[src/rtl/mem_pkg.sv]
// Shared memory-port types: request/response payloads packed by the cpu side,
// plus the per-request tracking record used inside the SRAM controller.
package mem_pkg;

  localparam int unsigned WORD_BYTES = 4;

  typedef struct packed {
    logic [31:0] addr;
    logic [31:0] wdata;
    logic [3:0]  be;
    logic        we;
  } mem_req_t;

  typedef struct packed {
    logic [31:0] rdata;
    logic        err;
  } mem_resp_t;

  typedef struct packed {
    logic valid;
    logic we;
    logic err;
  } trk_t;

  localparam int unsigned REQ_W  = $bits(mem_req_t);
  localparam int unsigned RESP_W = $bits(mem_resp_t);

endpackage

[src/rtl/sync_fifo.sv]
// Generic synchronous FIFO with head-of-queue output taken straight from the
// storage registers; pointers wrap modulo DEPTH, occupancy kept in its own counter.
module sync_fifo #(
  parameter type         T     = logic [31:0],
  parameter int unsigned DEPTH = 4,
  localparam int unsigned CNT_W = $clog2(DEPTH + 1)
) (
  input  logic             clk,
  input  logic             rst_n,
  input  logic             push,
  input  T                 push_data,
  input  logic             pop,
  output T                 pop_data,
  output logic             full,
  output logic             empty,
  output logic [CNT_W-1:0] count
);

  localparam int unsigned PTR_W = (DEPTH > 1) ? $clog2(DEPTH) : 1;

  T                 mem_q [DEPTH];
  T                 mem_d [DEPTH];
  logic [PTR_W-1:0] wr_ptr_q, wr_ptr_d;
  logic [PTR_W-1:0] rd_ptr_q, rd_ptr_d;
  logic [CNT_W-1:0] count_q, count_d;
  logic             pop_ok;

  function automatic logic [PTR_W-1:0] ptr_inc(input logic [PTR_W-1:0] p);
    return (p == PTR_W'(DEPTH - 1)) ? '0 : p + 1'b1;
  endfunction

  always_comb begin
    mem_d    = mem_q;
    wr_ptr_d = wr_ptr_q;
    rd_ptr_d = rd_ptr_q;
    count_d  = count_q;
    pop_ok   = pop && (count_q != '0);
    if (push) begin
      mem_d[wr_ptr_q] = push_data;
      wr_ptr_d        = ptr_inc(wr_ptr_q);
    end
    if (pop_ok) begin
      rd_ptr_d = ptr_inc(rd_ptr_q);
    end
    case ({push, pop_ok})
      2'b10:   count_d = count_q + 1'b1;
      2'b01:   count_d = count_q - 1'b1;
      default: count_d = count_q;
    endcase
  end

  always_ff @(posedge clk or negedge rst_n) begin
    if (!rst_n) begin
      for (int unsigned i = 0; i < DEPTH; i++) begin
        mem_q[i] <= '0;
      end
      wr_ptr_q <= '0;
      rd_ptr_q <= '0;
      count_q  <= '0;
    end else begin
      mem_q    <= mem_d;
      wr_ptr_q <= wr_ptr_d;
      rd_ptr_q <= rd_ptr_d;
      count_q  <= count_d;
    end
  end

  assign pop_data = mem_q[rd_ptr_q];
  assign full     = (count_q == CNT_W'(DEPTH));
  assign empty    = (count_q == '0);
  assign count    = count_q;

endmodule

[src/rtl/mem_sram_ctrl.sv]
// Memory-side endpoint: drives a fixed-latency synchronous SRAM from the
// decoupled request stream and returns one in-order response per request.
module mem_sram_ctrl
  import mem_pkg::*;
#(
  parameter int unsigned ADDR_W     = 10,
  parameter int unsigned LATENCY    = 1,
  parameter int unsigned RESP_DEPTH = 4
) (
  input  logic              clk,
  input  logic              rst,
  input  logic              req_valid,
  output logic              req_ready,
  input  logic [REQ_W-1:0]  req_data,
  output logic              resp_valid,
  input  logic              resp_ready,
  output logic [RESP_W-1:0] resp_data,
  output logic              sram_en,
  output logic              sram_we,
  output logic [3:0]        sram_be,
  output logic [ADDR_W-1:0] sram_addr,
  output logic [31:0]       sram_wdata,
  input  logic [31:0]       sram_rdata
);

  localparam int unsigned CNT_W = $clog2(RESP_DEPTH + 1);

  if (LATENCY < 1) begin : g_bad_latency
    $error("mem_sram_ctrl: LATENCY must be >= 1");
  end
  if (RESP_DEPTH < 1) begin : g_bad_depth
    $error("mem_sram_ctrl: RESP_DEPTH must be >= 1");
  end

  mem_req_t         req;
  mem_resp_t        push_resp;
  mem_resp_t        head;
  trk_t             pipe_q [LATENCY];
  trk_t             pipe_d [LATENCY];
  trk_t             tail;
  logic             accept;
  logic             in_range;
  logic             push;
  logic             resp_pop;
  logic             fifo_full;
  logic             fifo_empty;
  logic [CNT_W-1:0] fifo_count;
  logic [CNT_W-1:0] inflight;

  assign req = req_data;

  // Credits cover both the tracking pipe and the FIFO, so a push can never find it full.
  always_comb begin
    inflight = '0;
    for (int unsigned i = 0; i < LATENCY; i++) begin
      inflight = inflight + CNT_W'(pipe_q[i].valid);
    end
  end

  assign req_ready = rst && (({1'b0, inflight} + {1'b0, fifo_count}) < (CNT_W + 1)'(RESP_DEPTH));

  always_comb begin
    in_range   = ((req.addr >> (ADDR_W + 2)) == '0);
    accept     = req_valid && req_ready;
    sram_en    = accept && in_range;
    sram_we    = accept && req.we;
    sram_be    = accept ? req.be : '0;
    sram_addr  = accept ? req.addr[ADDR_W+1:2] : '0;
    sram_wdata = accept ? req.wdata : '0;
  end

  always_comb begin
    pipe_d[0] = '{valid: accept, we: req.we, err: !in_range};
    for (int unsigned i = 1; i < LATENCY; i++) begin
      pipe_d[i] = pipe_q[i-1];
    end
  end

  always_ff @(posedge clk or negedge rst) begin
    if (!rst) begin
      for (int unsigned i = 0; i < LATENCY; i++) begin
        pipe_q[i] <= '0;
      end
    end else begin
      pipe_q <= pipe_d;
    end
  end

  always_comb begin
    tail            = pipe_q[LATENCY-1];
    push            = tail.valid;
    push_resp.err   = tail.err;
    push_resp.rdata = (tail.we || tail.err) ? '0 : sram_rdata;
  end

  assign resp_pop = resp_valid && resp_ready;

  sync_fifo #(
    .T     (mem_resp_t),
    .DEPTH (RESP_DEPTH)
  ) u_resp_fifo (
    .clk       (clk),
    .rst_n     (rst),
    .push      (push),
    .push_data (push_resp),
    .pop       (resp_pop),
    .pop_data  (head),
    .full      (fifo_full),
    .empty     (fifo_empty),
    .count     (fifo_count)
  );

  assign resp_valid = !fifo_empty;
  assign resp_data  = head;

  a_no_push_when_full: assert property (@(posedge clk) disable iff (!rst) !(push && fifo_full));

endmodule

[config.mk]
export PLATFORM = sky130hd
export DESIGN_NAME = mem_sram_ctrl
export DESIGN_NICKNAME = d
export VERILOG_FILES = /design/src/rtl/mem_pkg.sv /design/src/rtl/sync_fifo.sv /design/src/rtl/mem_sram_ctrl.sv
export SDC_FILE = /design/constraint.sdc
export NUM_CORES = 1
export LEC_CHECK = 0
export CAP_MARGIN = 40
export CORE_ASPECT_RATIO = 1.75
export CORE_MARGIN = 10
export CORE_UTILIZATION = 45
export CTS_CLUSTER_SIZE = 10
export DETAILED_ROUTE_END_ITERATION = 7
export PLACE_DENSITY = 0.75
export SYNTH_ARGS = -nofsm -noshare
export SYNTH_HDL_FRONTEND = slang
export SYNTH_HIERARCHICAL = 1
export SYNTH_SLANG_ARGS = --single-unit
[constraint.sdc]
create_clock -name clk -period 2.2 [get_ports clk]
set_input_delay 0.44 -clock clk [delete_from_list [all_inputs] [get_ports clk]]
set_output_delay 0.44 -clock clk [all_outputs]
set_load 0.1 [all_outputs]
==> impl_metrics.yaml <==
drt:
  ratio_of_routed_vias_to_standard_cells: 5.35
  wl_per_cell_um: 22.6
  route.antenna.remaining_nets: 0
  routed-via-count: 4614
  routed_wl_um: 19500
  drt_first_pass_iters: 4
  drt_iter0_markers: 155
  drt_drc_violations_left: 0
critical_path:
  worstPathBufferInverterCount: 2
  r2r_start: "u_resp_fifo/count[0]$_DFFE_PN0P_"
  endpoint_kind: "primary output"
  cpPeakStageDelay_ns: 0.58
  critPathArrivalTime_ns: 1.87
  startpoint_type: "flop"
  worst-r2r-cell-count: 11
  crit_top_cell: "sky130_fd_sc_hd__buf_12"
  worst_path_max_delay_cell: "sky130_fd_sc_hd__mux4_2"
  reg2reg_slack_ns: 0.20
  worst_ep_required_time_ns: 1.76
  maximum_net_fanout_on_the_critical_path: 15
  cp_cell_sequence: "buf_12 > mux4_2 > buf_12"
  criticalPathCategory: "flop to primary output"
  reg2reg_to: "u_resp_fifo/count[2]$_DFFE_PN0P_"
  crit_family: "multiplexers"
sta:
  worst-slew-pin-transition_ns: 0.739
  layout_min_cycle_time_ns: 2.31
  slew_viol_final: 0
  min_period_over_period_pct: 105
  grt_setup_unrepaired: "true"
  setup_viol: 33
  fin_worst_hold_slack_ns: 0.159
  worst_case_clock_skew_ns: 0.0200
  maxSlewHeadroom_pct: 50.8
  maxClockFrequency_mhz: 433
  hold_violations: 0
  setup_ws_ns: -0.109
cells_and_area:
  final_core_utilization_pct: 68.8
  final_layout_size_suffix_gt1_share_pct: 54.8
  antenna-diode-count: 0
  areaGrowthSynthToFinish_pct: 51.4
  layout_nets: 776
  layout.cell_area.non_filler_sq_um: 10500
place:
  dpl.hpwl_um: 14600
  place_congestion: 0.874
  preCtsSetupSlack_ns: -0.0810
  postPlaceCellArea_sq_um: 9810
  buffer_ports.inserted: 185
floorplanning:
  placeable_core_region_sq_um: 15300
  die_height_um: 184
  initial_utilization_pct: 45.4
  floorplan.rows: 60
  floorplan.die_area_sq_um: 21000
  die_width_um: 114
  io_pins: 188
global_routing:
  grt_overflow: 0
  first_pass_grt_wire_length_um: 30500
  grt_max_degree: 143
  track_usage_pct: 19.1
  first_global_vias: 5479
  antenna_violations_before_repair: 0
clock_tree:
  cts.htree.levels: 4
  worstSkewPairLatency_ns: 0.42
  cts-root-buf: "sky130_fd_sc_hd__clkbuf_16"
  cts_sinks: 142
  cts_hold_buf: 0
  cts-buffers-inserted: 17
  clk_pin_slew_worst_paths_ns: 0.06
  tritoncts: "yes"
  cts_max_path_buffers: 2
power:
  powerDensity_nw_per_um2: 823
  cell_internal_pwr_mw: 5.67
  power_frac_clock_pct: 31.9
  totalPowerFinal_mw: 8.67
  swShare_pct: 34.6
  power_leakage_nw: 4.93
  net-switching-power_mw: 3.00
  pwr-share-comb_pct: 35.5
  sequentialPowerShare_pct: 32.6
  vdd_ir_drop_max_mv: 0.599
logic_synthesis:
  total_standard_cell_area_after_synthesis_sq_um: 6960
  post_synth_net_total: 575
  syn-instance-count: 463
  yosysWarningCount: 6
  post_synth.cell_area_avg_sq_um: 15.0
status:
  failed_checks: "setup timing"
  outcome: "finished, violations left"
hold_path:
  timing.hold.worst.class: "primary input to async pin"
flow_run:
  max_cap_violations: 0
-- sequential cells by signal, indices dropped and copies added, names as in the netlist --
register / count
pipe_q: 2
push: 1
u_resp_fifo/count: 3
u_resp_fifo/mem_q: 132
u_resp_fifo/rd_ptr_q: 2
u_resp_fifo/wr_ptr_q: 2
-- power by group through the flow --
stage	Clock [mW]	Combinational (mW)	Sequential (mW)
finish	2.76	3.08	2.83
global route	2.94	3.25	2.84
CTS	2.82	3.07	2.83
detailed placement	0	2.92	2.90
global placement	0	2.88	2.89
floorplan	0	2.00	2.83
-- area by class of cell --
cell class,count,area (sq um)
flip-flops and latches,142,3560
clock inverters,15,149
clock buffers,17,425
multi-input cells,283,3190
well taps,186,233
inverters,9,38.8
fillers,1064,4780
repair buffers,211,2940
-- per-stage QoR --
| stage | std cells | TNS (ns) |
|---|---|---|
| global route | 863 | -4.44 |
| finish | 863 | -2.22 |
| global placement | 826 | -0.0501 |
| CTS | 863 | -3.43 |
| detailed placement | 826 | -0.160 |
| floorplan | 463 | 0 |
-- cells in the final DEF, fill, tap and decap left out, types with 2 or more instances in the layout --
cell type                         instances
sky130_fd_sc_hd__dfrtp_1                139
sky130_fd_sc_hd__mux2_2                 134
sky130_fd_sc_hd__clkdlybuf4s50_1         90
sky130_fd_sc_hd__buf_12                  87
sky130_fd_sc_hd__and2_4                  47
sky130_fd_sc_hd__mux4_2                  33
sky130_fd_sc_hd__and2_1                  32
sky130_fd_sc_hd__buf_4                   19
sky130_fd_sc_hd__clkbuf_16               17
sky130_fd_sc_hd__dlygate4sd2_1           11
sky130_fd_sc_hd__inv_1                    8
sky130_fd_sc_hd__inv_6                    7
sky130_fd_sc_hd__ha_1                     6
sky130_fd_sc_hd__nand2_2                  4
sky130_fd_sc_hd__clkinv_4                 3
sky130_fd_sc_hd__nor4_1                   3
sky130_fd_sc_hd__buf_6                    3
sky130_fd_sc_hd__dfrtp_2                  3
sky130_fd_sc_hd__nand2_1                  2
sky130_fd_sc_hd__nor4_2                   2
sky130_fd_sc_hd__clkinv_2                 2
sky130_fd_sc_hd__inv_8                    2
sky130_fd_sc_hd__o21ai_0                  2
sky130_fd_sc_hd__nor2_1                   2
sky130_fd_sc_hd__xor2_1                   2
-- worst max-delay path by stage --
stage                                   startpoint                                to  slack [ns]  cells after the start
6_report       u_resp_fifo/rd_ptr_q[0]$_DFFE_PN0N_                     resp_data[13]       -0.11                      3
2_1_floorplan     u_resp_fifo/count[0]$_DFFE_PN0P_                    sram_wdata[10]        0.06                      6
5_1_grt        u_resp_fifo/rd_ptr_q[0]$_DFFE_PN0N_                     resp_data[11]       -0.17                      3
3_3_place_gp                          req_data[50]                           sram_en       -0.04                      5
3_5_place_dp                            resp_ready  u_resp_fifo/count[2]$_DFFE_PN0P_       -0.08                     10
4_1_cts        u_resp_fifo/rd_ptr_q[0]$_DFFE_PN0N_                     resp_data[11]       -0.15                      3
-- timing repair --
| action | CTS | global route |
|---|---|---|
| resized for setup | 33 | 30 |
| setup buffers | 4 | 0 |
| setup endpoints to repair | 80 | 78 |
| pin swaps | 5 | 3 |
| gates cloned | 1 | 0 |
-- metal layers --
layer | GRT usage (%) | wire length, um
met1 | 17.7 | 6360
met2 | 35.8 | 11200
met3 | 8.27 | 1710
met4 | 5.84 | 300
met5 | 0 | 0
No activity file was read; power rests on OpenSTA's default activity.
